## src/rtl/alu_pkg.sv

```systemverilog
`default_nettype none
// ============================================================================
// Module   : alu_pkg
// Purpose  : Opcodes, ALU control encodings, FSM states and the decoder
//            shared by the ALU issue controller.
// Revision : 1.0
// ============================================================================
package alu_pkg;

    localparam logic [1:0] ALU_ADD = 2'b00;
    localparam logic [1:0] ALU_SUB = 2'b01;
    localparam logic [1:0] ALU_AND = 2'b10;
    localparam logic [1:0] ALU_OR  = 2'b11;

    localparam logic [6:0] OPC_OP    = 7'b0110011;
    localparam logic [6:0] OPC_OPIMM = 7'b0010011;

    localparam logic [2:0] F3_ADD = 3'b000;
    localparam logic [2:0] F3_AND = 3'b111;
    localparam logic [2:0] F3_OR  = 3'b110;

    localparam logic [6:0] F7_BASE = 7'b0000000;
    localparam logic [6:0] F7_SUB  = 7'b0100000;

    typedef enum logic [0:0] {
        IDLE = 1'b0,
        EXEC = 1'b1
    } state_t;

    typedef struct packed {
        logic       legal;
        logic       use_imm;
        logic [1:0] op;
    } decode_t;

    function automatic decode_t decode_instr(input logic [31:0] instr);
        decode_t    d;
        logic [6:0] opcode;
        logic [2:0] funct3;
        logic [6:0] funct7;
        opcode    = instr[6:0];
        funct3    = instr[14:12];
        funct7    = instr[31:25];
        d.legal   = 1'b0;
        d.use_imm = 1'b0;
        d.op      = ALU_ADD;
        if (opcode == OPC_OP) begin
            if (funct3 == F3_ADD && funct7 == F7_BASE) begin
                d.legal = 1'b1; d.op = ALU_ADD;
            end else if (funct3 == F3_ADD && funct7 == F7_SUB) begin
                d.legal = 1'b1; d.op = ALU_SUB;
            end else if (funct3 == F3_AND && funct7 == F7_BASE) begin
                d.legal = 1'b1; d.op = ALU_AND;
            end else if (funct3 == F3_OR && funct7 == F7_BASE) begin
                d.legal = 1'b1; d.op = ALU_OR;
            end
        end else if (opcode == OPC_OPIMM) begin
            d.use_imm = 1'b1;
            case (funct3)
                F3_ADD:  begin d.legal = 1'b1; d.op = ALU_ADD; end
                F3_AND:  begin d.legal = 1'b1; d.op = ALU_AND; end
                F3_OR:   begin d.legal = 1'b1; d.op = ALU_OR;  end
                default: d.legal = 1'b0;
            endcase
        end
        return d;
    endfunction

endpackage
`default_nettype wire

```

## src/rtl/alu_regfile.sv

```systemverilog
`default_nettype none
// ============================================================================
// Module   : alu_regfile
// Purpose  : NREGS x XLEN register file, synchronous write, two operand read
//            ports and a debug read port; x0 always reads zero.
// Revision : 1.0
// ============================================================================
module alu_regfile #(
    parameter int XLEN  = 32,
    parameter int NREGS = 32
) (
    input  logic            clk,
    input  logic            rst,
    input  logic            we,
    input  logic [4:0]      waddr,
    input  logic [XLEN-1:0] wdata,
    input  logic [4:0]      raddr_a,
    output logic [XLEN-1:0] rdata_a,
    input  logic [4:0]      raddr_b,
    output logic [XLEN-1:0] rdata_b,
    input  logic [4:0]      dbg_addr,
    output logic [XLEN-1:0] dbg_data
);

    logic [XLEN-1:0] regs [NREGS];

    always_ff @(posedge clk) begin
        if (rst) begin
            for (int i = 0; i < NREGS; i++) begin
                regs[i] <= '0;
            end
        end else if (we && waddr != 5'd0) begin
            regs[waddr] <= wdata;
        end
    end

    assign rdata_a  = (raddr_a  == 5'd0) ? '0 : regs[raddr_a];
    assign rdata_b  = (raddr_b  == 5'd0) ? '0 : regs[raddr_b];
    assign dbg_data = (dbg_addr == 5'd0) ? '0 : regs[dbg_addr];

endmodule
`default_nettype wire

```

## src/rtl/alu_issue_ctrl.sv

```systemverilog
`default_nettype none
// ============================================================================
// Module   : alu_issue_ctrl
// Purpose  : Decodes RV32I ALU instructions, drives the external 2-bit ALU
//            and writes its result back. Optional macro ALU_RETIRE_CNT_EN
//            adds a retired-instruction counter output.
// Revision : 1.0
// ============================================================================
module alu_issue_ctrl
    import alu_pkg::*;
#(
    parameter int XLEN  = 32,
    parameter int NREGS = 32
) (
    input  logic            clk,
    input  logic            rst,
    input  logic            instr_valid,
    input  logic [31:0]     instr,
    output logic            instr_ready,
    output logic [XLEN-1:0] alu_a,
    output logic [XLEN-1:0] alu_b,
    output logic [1:0]      alu_control,
    input  logic [XLEN-1:0] alu_result,
    output logic            done,
    output logic            illegal,
    output logic [4:0]      wb_rd,
    output logic [XLEN-1:0] wb_data,
    input  logic [4:0]      dbg_addr,
`ifdef ALU_RETIRE_CNT_EN
    output logic [31:0]     retire_cnt,
`endif
    output logic [XLEN-1:0] dbg_data
);

    state_t          state;
    logic [4:0]      rd;
    decode_t         dec;
    logic [XLEN-1:0] rs1_data;
    logic [XLEN-1:0] rs2_data;
    logic [XLEN-1:0] imm_ext;

    always_comb begin
        dec = decode_instr(instr);
    end

    assign imm_ext     = {{(XLEN-12){instr[31]}}, instr[31:20]};
    assign instr_ready = (state == IDLE);

    alu_regfile #(
        .XLEN  (XLEN),
        .NREGS (NREGS)
    ) u_regfile (
        .clk      (clk),
        .rst      (rst),
        .we       (state == EXEC),
        .waddr    (rd),
        .wdata    (alu_result),
        .raddr_a  (instr[19:15]),
        .rdata_a  (rs1_data),
        .raddr_b  (instr[24:20]),
        .rdata_b  (rs2_data),
        .dbg_addr (dbg_addr),
        .dbg_data (dbg_data)
    );

    always_ff @(posedge clk) begin
        if (rst) begin
            state       <= IDLE;
            rd          <= 5'd0;
            alu_a       <= '0;
            alu_b       <= '0;
            alu_control <= ALU_ADD;
            done        <= 1'b0;
            illegal     <= 1'b0;
            wb_rd       <= 5'd0;
            wb_data     <= '0;
        end else begin
            done    <= 1'b0;
            illegal <= 1'b0;
            case (state)
                IDLE: begin
                    if (instr_valid) begin
                        if (dec.legal) begin
                            alu_a       <= rs1_data;
                            alu_b       <= dec.use_imm ? imm_ext : rs2_data;
                            alu_control <= dec.op;
                            rd          <= instr[11:7];
                            state       <= EXEC;
                        end else begin
                            illegal <= 1'b1;
                        end
                    end
                end
                EXEC: begin
                    // Reported even for rd=0 so the retire stream stays complete.
                    wb_rd   <= rd;
                    wb_data <= alu_result;
                    done    <= 1'b1;
                    state   <= IDLE;
                end
                default: state <= IDLE;
            endcase
        end
    end

`ifdef ALU_RETIRE_CNT_EN
    always_ff @(posedge clk) begin
        if (rst) begin
            retire_cnt <= 32'd0;
        end else if (state == EXEC) begin
            retire_cnt <= retire_cnt + 32'd1;
        end
    end
`endif

endmodule
`default_nettype wire
```

## config.mk

```make
export PLATFORM = sky130hd
export DESIGN_NAME = alu_issue_ctrl
export DESIGN_NICKNAME = d
export VERILOG_FILES = /design/src/rtl/alu_pkg.sv /design/src/rtl/alu_regfile.sv /design/src/rtl/alu_issue_ctrl.sv
export SDC_FILE = /design/constraint.sdc
export NUM_CORES = 2
export LEC_CHECK = 0
export BUFFER_PORTS_ARGS = -buffer_cell sky130_fd_sc_hd__buf_2
export CORE_ASPECT_RATIO = 0.9
export CORE_MARGIN = 4
export CORE_UTILIZATION = 39
export CTS_BUF_LIST = sky130_fd_sc_hd__clkbuf_4
export CTS_CLUSTER_DIAMETER = 100
export DETAILED_ROUTE_END_ITERATION = 12
export GPL_ROUTABILITY_DRIVEN = 0
export SYNTH_ARGS = -nofsm -noshare
export SYNTH_HDL_FRONTEND = slang
export SYNTH_HIERARCHICAL = 1
export SYNTH_SLANG_ARGS = --single-unit
```

## constraint.sdc

```tcl
create_clock -name clk -period 2.6 [get_ports clk]
set_input_delay 0.13 -clock clk [delete_from_list [all_inputs] [get_ports clk]]
set_output_delay 0.13 -clock clk [all_outputs]
set_load 0.05 [all_outputs]
```

==> run_results.csv <==
group,metric,value,unit
run_status,status,"finished, violations left",
run_status,violations,"negative setup slack",
sta,tns,-21.09,ns
die,fp.dieArea,0.179,sq mm
layout,final_nets,5563,
sta,setup_ws,-0.834,ns
synth,syn_area_per_cell,14.2,sq um
min_path,min_to,"alu_a[31]",
sta,hold_violations,0,
detailed_routing,num_vias,51000,
layout,regArea,0.0330,sq mm
clock_network,cts_buffers,328,
pwr,clockPowerShare,0.367,
placement,io_buffer_count,209,
global_routing,grt_pass1_wl,380000,um
sta,rsz0062_at_grt,"yes",
layout,syn_to_final_growth,22.0,%
synth,syn_area,0.0671,sq mm
placement,dp_hpwl,174000,um
critical_path,ff2ff_path_depth,8,
pwr,power_density,549,mW/mm^2
global_routing,grt_max_degree,54,
sta,min_period,3.43,ns
clock_network,root_buffer,"clkbuf_4",
layout,stdcell_count,7995,
critical_path,path_max_fanout,2,
die,start_util,0.392,
critical_path,required,2.47,ns
detailed_routing,wl_per_cell,33.9,um
global_routing,grt_pass1_vias,51400,
synth,ys_seq_area_frac,0.492,
critical_path,rrSetupSlack,0.04,ns
layout,drive_gt1_frac,0.382,
critical_path,critical_path_arrival,3.30,ns
placement,place_area,0.0742,sq mm
detailed_routing,wl_met3,29900,um
min_path,min_from,"instr[26]",
detailed_routing,postRouteAntennaNets,0,
sta,period_share,1.32,
job,drv_cap,0,
sta,fmax,291,MHz
synth,synth_top_area_frac,0.458,
synth,synth_edf_count,1024,
min_path,min_delay_path_depth,6,
synth,yosysWarnings,6,
pwr,seqPwrFrac,0.465,
die,die_h,401,um
synth,synthDistinctLibCells,64,
sta,tightest_slew,1.22,ns
clock_network,htree_levels,5,
critical_path,worstSetupPathType,"reg2out",
synth,async_flop_share,0,
global_routing,antenna_found_initial,11,
pwr,leakagePower,30.6,nW
synth,yosys.area.top_type,"edfxtp_1",
critical_path,r2r-end,"alu_b[4]",
clock_network,clock_latency,1.35,ns
global_routing,grt-ovfl-total,0,
pwr,internal_power,32.1,mW
die,io_pins,210,
pwr,switching_power,12.8,mW
layout,n_fill_cell,14900,
placement,dp.cells,7156,
detailed_routing,wl_met1,101000,um
detailed_routing,drt-initial-drc-count,7328,
layout,final_area,0.0818,sq mm
detailed_routing,top_layer,"met4",
die,dieWidth,445,um
sta,setup_viol,32,
detailed_routing,remaining_drc_errors,0,
die,core_area,0.171,sq mm
detailed_routing,vias_per_cell,6.38,
synth,syn_inst,4719,
pwr,total_power,44.9,mW
global_routing,grt_usage,0.298,
pwr,vdd_drop_max,426,uV
synth,synth_seq_cells,1135,
critical_path,r2r_start,"u_regfile/regs[31][4]",
sta,relSlewSlack,0.182,
detailed_routing,drtPass1Iterations,5,
pwr,swShare,0.285,
synth,synthTopCellsByArea,"edfxtp_1 (46%), mux4_2 (22%), and2_1 (9.5%)",
clock_network,cts_buffer_depth,4,
die,rows,144,
detailed_routing,routed_wirelength,271000,um
min_path,min_path_type,"in2reg",
sta,final.setup_skew,0.114,ns
pwr,p_comb_frac,0.168,
synth,synthFlopType,"edfxtp_1",
clock_network,clk_pin_slew_worst_paths,0.08,ns
detailed_routing,routed-wl-met2,123000,um
clock_network,cts_tree,"done",
critical_path,critPathLaunchType,"flip-flop",
sta,slew_violations,0,
critical_path,endpoint_kind,"primary output",
layout,multi_input_area,0.0330,sq mm
clock_network,cts.sinks,1135,
[cell usage after synthesis, drive strengths merged, types with 3 or more instances]
cell and instances:
a21oi 78, or3b 4, o32ai 16, a31oi 27
a22oi 88, a211oi 75, nor3 67, a32o 8
nor4 27, clkbuf 360, and2 1014, a22o 53
dfxtp 111, mux2i 345, nor2b 47, o221ai 26
or2 34, o31ai 12, a41oi 11, or3 3
a311oi 15, mux2 68, nand3 19, nand3b 4
mux4 659, nand4 11, buf 180, o22ai 93
inv 3, a2111oi 28, nor3b 3, nand2b 11
a2bb2oi 27, nand2 69, nor2 77, edfxtp 1024
[worst max path at each step]
stage / startpoint / end / slack (ns) / cells past startpoint
4_1_cts: u_regfile/regs[15][19] / dbg_data[19] / -0.91 / 7
5_1_grt: u_regfile/regs[15][19] / dbg_data[19] / -0.91 / 7
2_1_floorplan: dbg_addr[0] / dbg_data[15] / 0.05 / 9
6_report: u_regfile/regs[15][19] / dbg_data[19] / -0.83 / 7
3_3_place_gp: instr[16] / alu_a[31] / -0.32 / 11
3_5_place_dp: instr[16] / alu_a[31] / -0.32 / 11
[worst max-delay path: stages, from the launching register on]
cell,delay [ns]
edfxtp_1,0.42
mux4_2,0.50
a22o_4,0.28
a2111oi_4,0.20
buf_4,0.17
a311oi_2,0.03
buf_4,0.19
buf_12,0.15
[power by group through the flow]
stage	Combinational, mW	Sequential (mW)	Clock (mW)
after floorplan	3.95	21.1	0
after global placement	6.72	21.2	0
after detailed placement	6.75	21.3	0
after CTS	7.40	20.9	16.8
after global routing	7.74	20.9	17.8
final	7.53	20.9	16.5
[cell families (layout without fill, tap and decap cells)]
family | count (synthesis) | count (layout) | synth area share
DFF | 1135 | 1135 | 0.492
and+or+nand+nor | 1400 | 1400 | 0.125
muxes | 1072 | 1072 | 0.284
buffers and inverters | 545 | 1509 | 0.0374
other | 1 | 50 | 0.0000559
AOI/OAI and AO/OA | 566 | 566 | 0.0621
[area by class of cell]
cell class              instances  area share
diodes                         18    0.000551
clock buffers                 463      0.0425
clock inverters                90     0.00494
inverters                       5    0.000229
multi-input cells            3070       0.404
flip-flops and latches       1135       0.403
well taps                    2263      0.0346
repair buffers                951       0.110
[timing repair]
action                                   CTS  global route
hold buffers                             172             0
endpoints found under the setup margin    33            38
endpoints found under the hold margin   1790             0
resized for setup                        213            23
cloned                                     1             0
pin swaps                                 63             9
setup buffers                             80            25
[per-layer routing]
| metal | global-route usage | vias up |
|---|---|---|
| met5 | 0 | - |
| met2 | 0.459 | 3811 |
| met3 | 0.0684 | 785 |
| met4 | 0.162 | 0 |
| met1 | 0.391 | 26000 |
| li1 | - | 20400 |
[per-stage QoR]
step                      hold WS [ns]  worst slack [ns]   util
after global placement           0.385            -0.319  0.433
after CTS                      0.00369            -0.908  0.476
final                           0.0216            -0.834  0.478
after floorplan                  0.277            0.0452      -
after global routing           -0.0218            -0.915  0.478
after detailed placement         0.395            -0.325  0.433
[sequential cells by signal (all words and copies together) (netlist names)]
name,count
done,1
wb_data,32
alu_b,32
alu_control,2
u_regfile/regs,1024
alu_a,32
rd,5
illegal,1
state,1
wb_rd,5
[cells in the final DEF (no fill, tap or decap), drive strengths merged, types with 12 or more instances in the layout]
| cell | n |
|---|---|
| edfxtp | 1024 |
| and2 | 1014 |
| buf | 781 |
| mux4 | 659 |
| clkbuf | 464 |
| mux2i | 345 |
| dlygate4sd3 | 168 |
| dfxtp | 111 |
| o22ai | 93 |
| a22oi | 88 |
| clkinv | 83 |
| a21oi | 78 |
| nor2 | 77 |
| a211oi | 75 |
| nand2 | 69 |
| mux2 | 68 |
| nor3 | 67 |
| a22o | 53 |
| nor2b | 47 |
| or2 | 34 |
| conb | 32 |
| a2111oi | 28 |
| a31oi | 27 |
| a2bb2oi | 27 |
| nor4 | 27 |
| o221ai | 26 |
| nand3 | 19 |
| diode | 18 |
| o32ai | 16 |
| a311oi | 15 |
| o31ai | 12 |
Power figures use the tool's default switching activity.
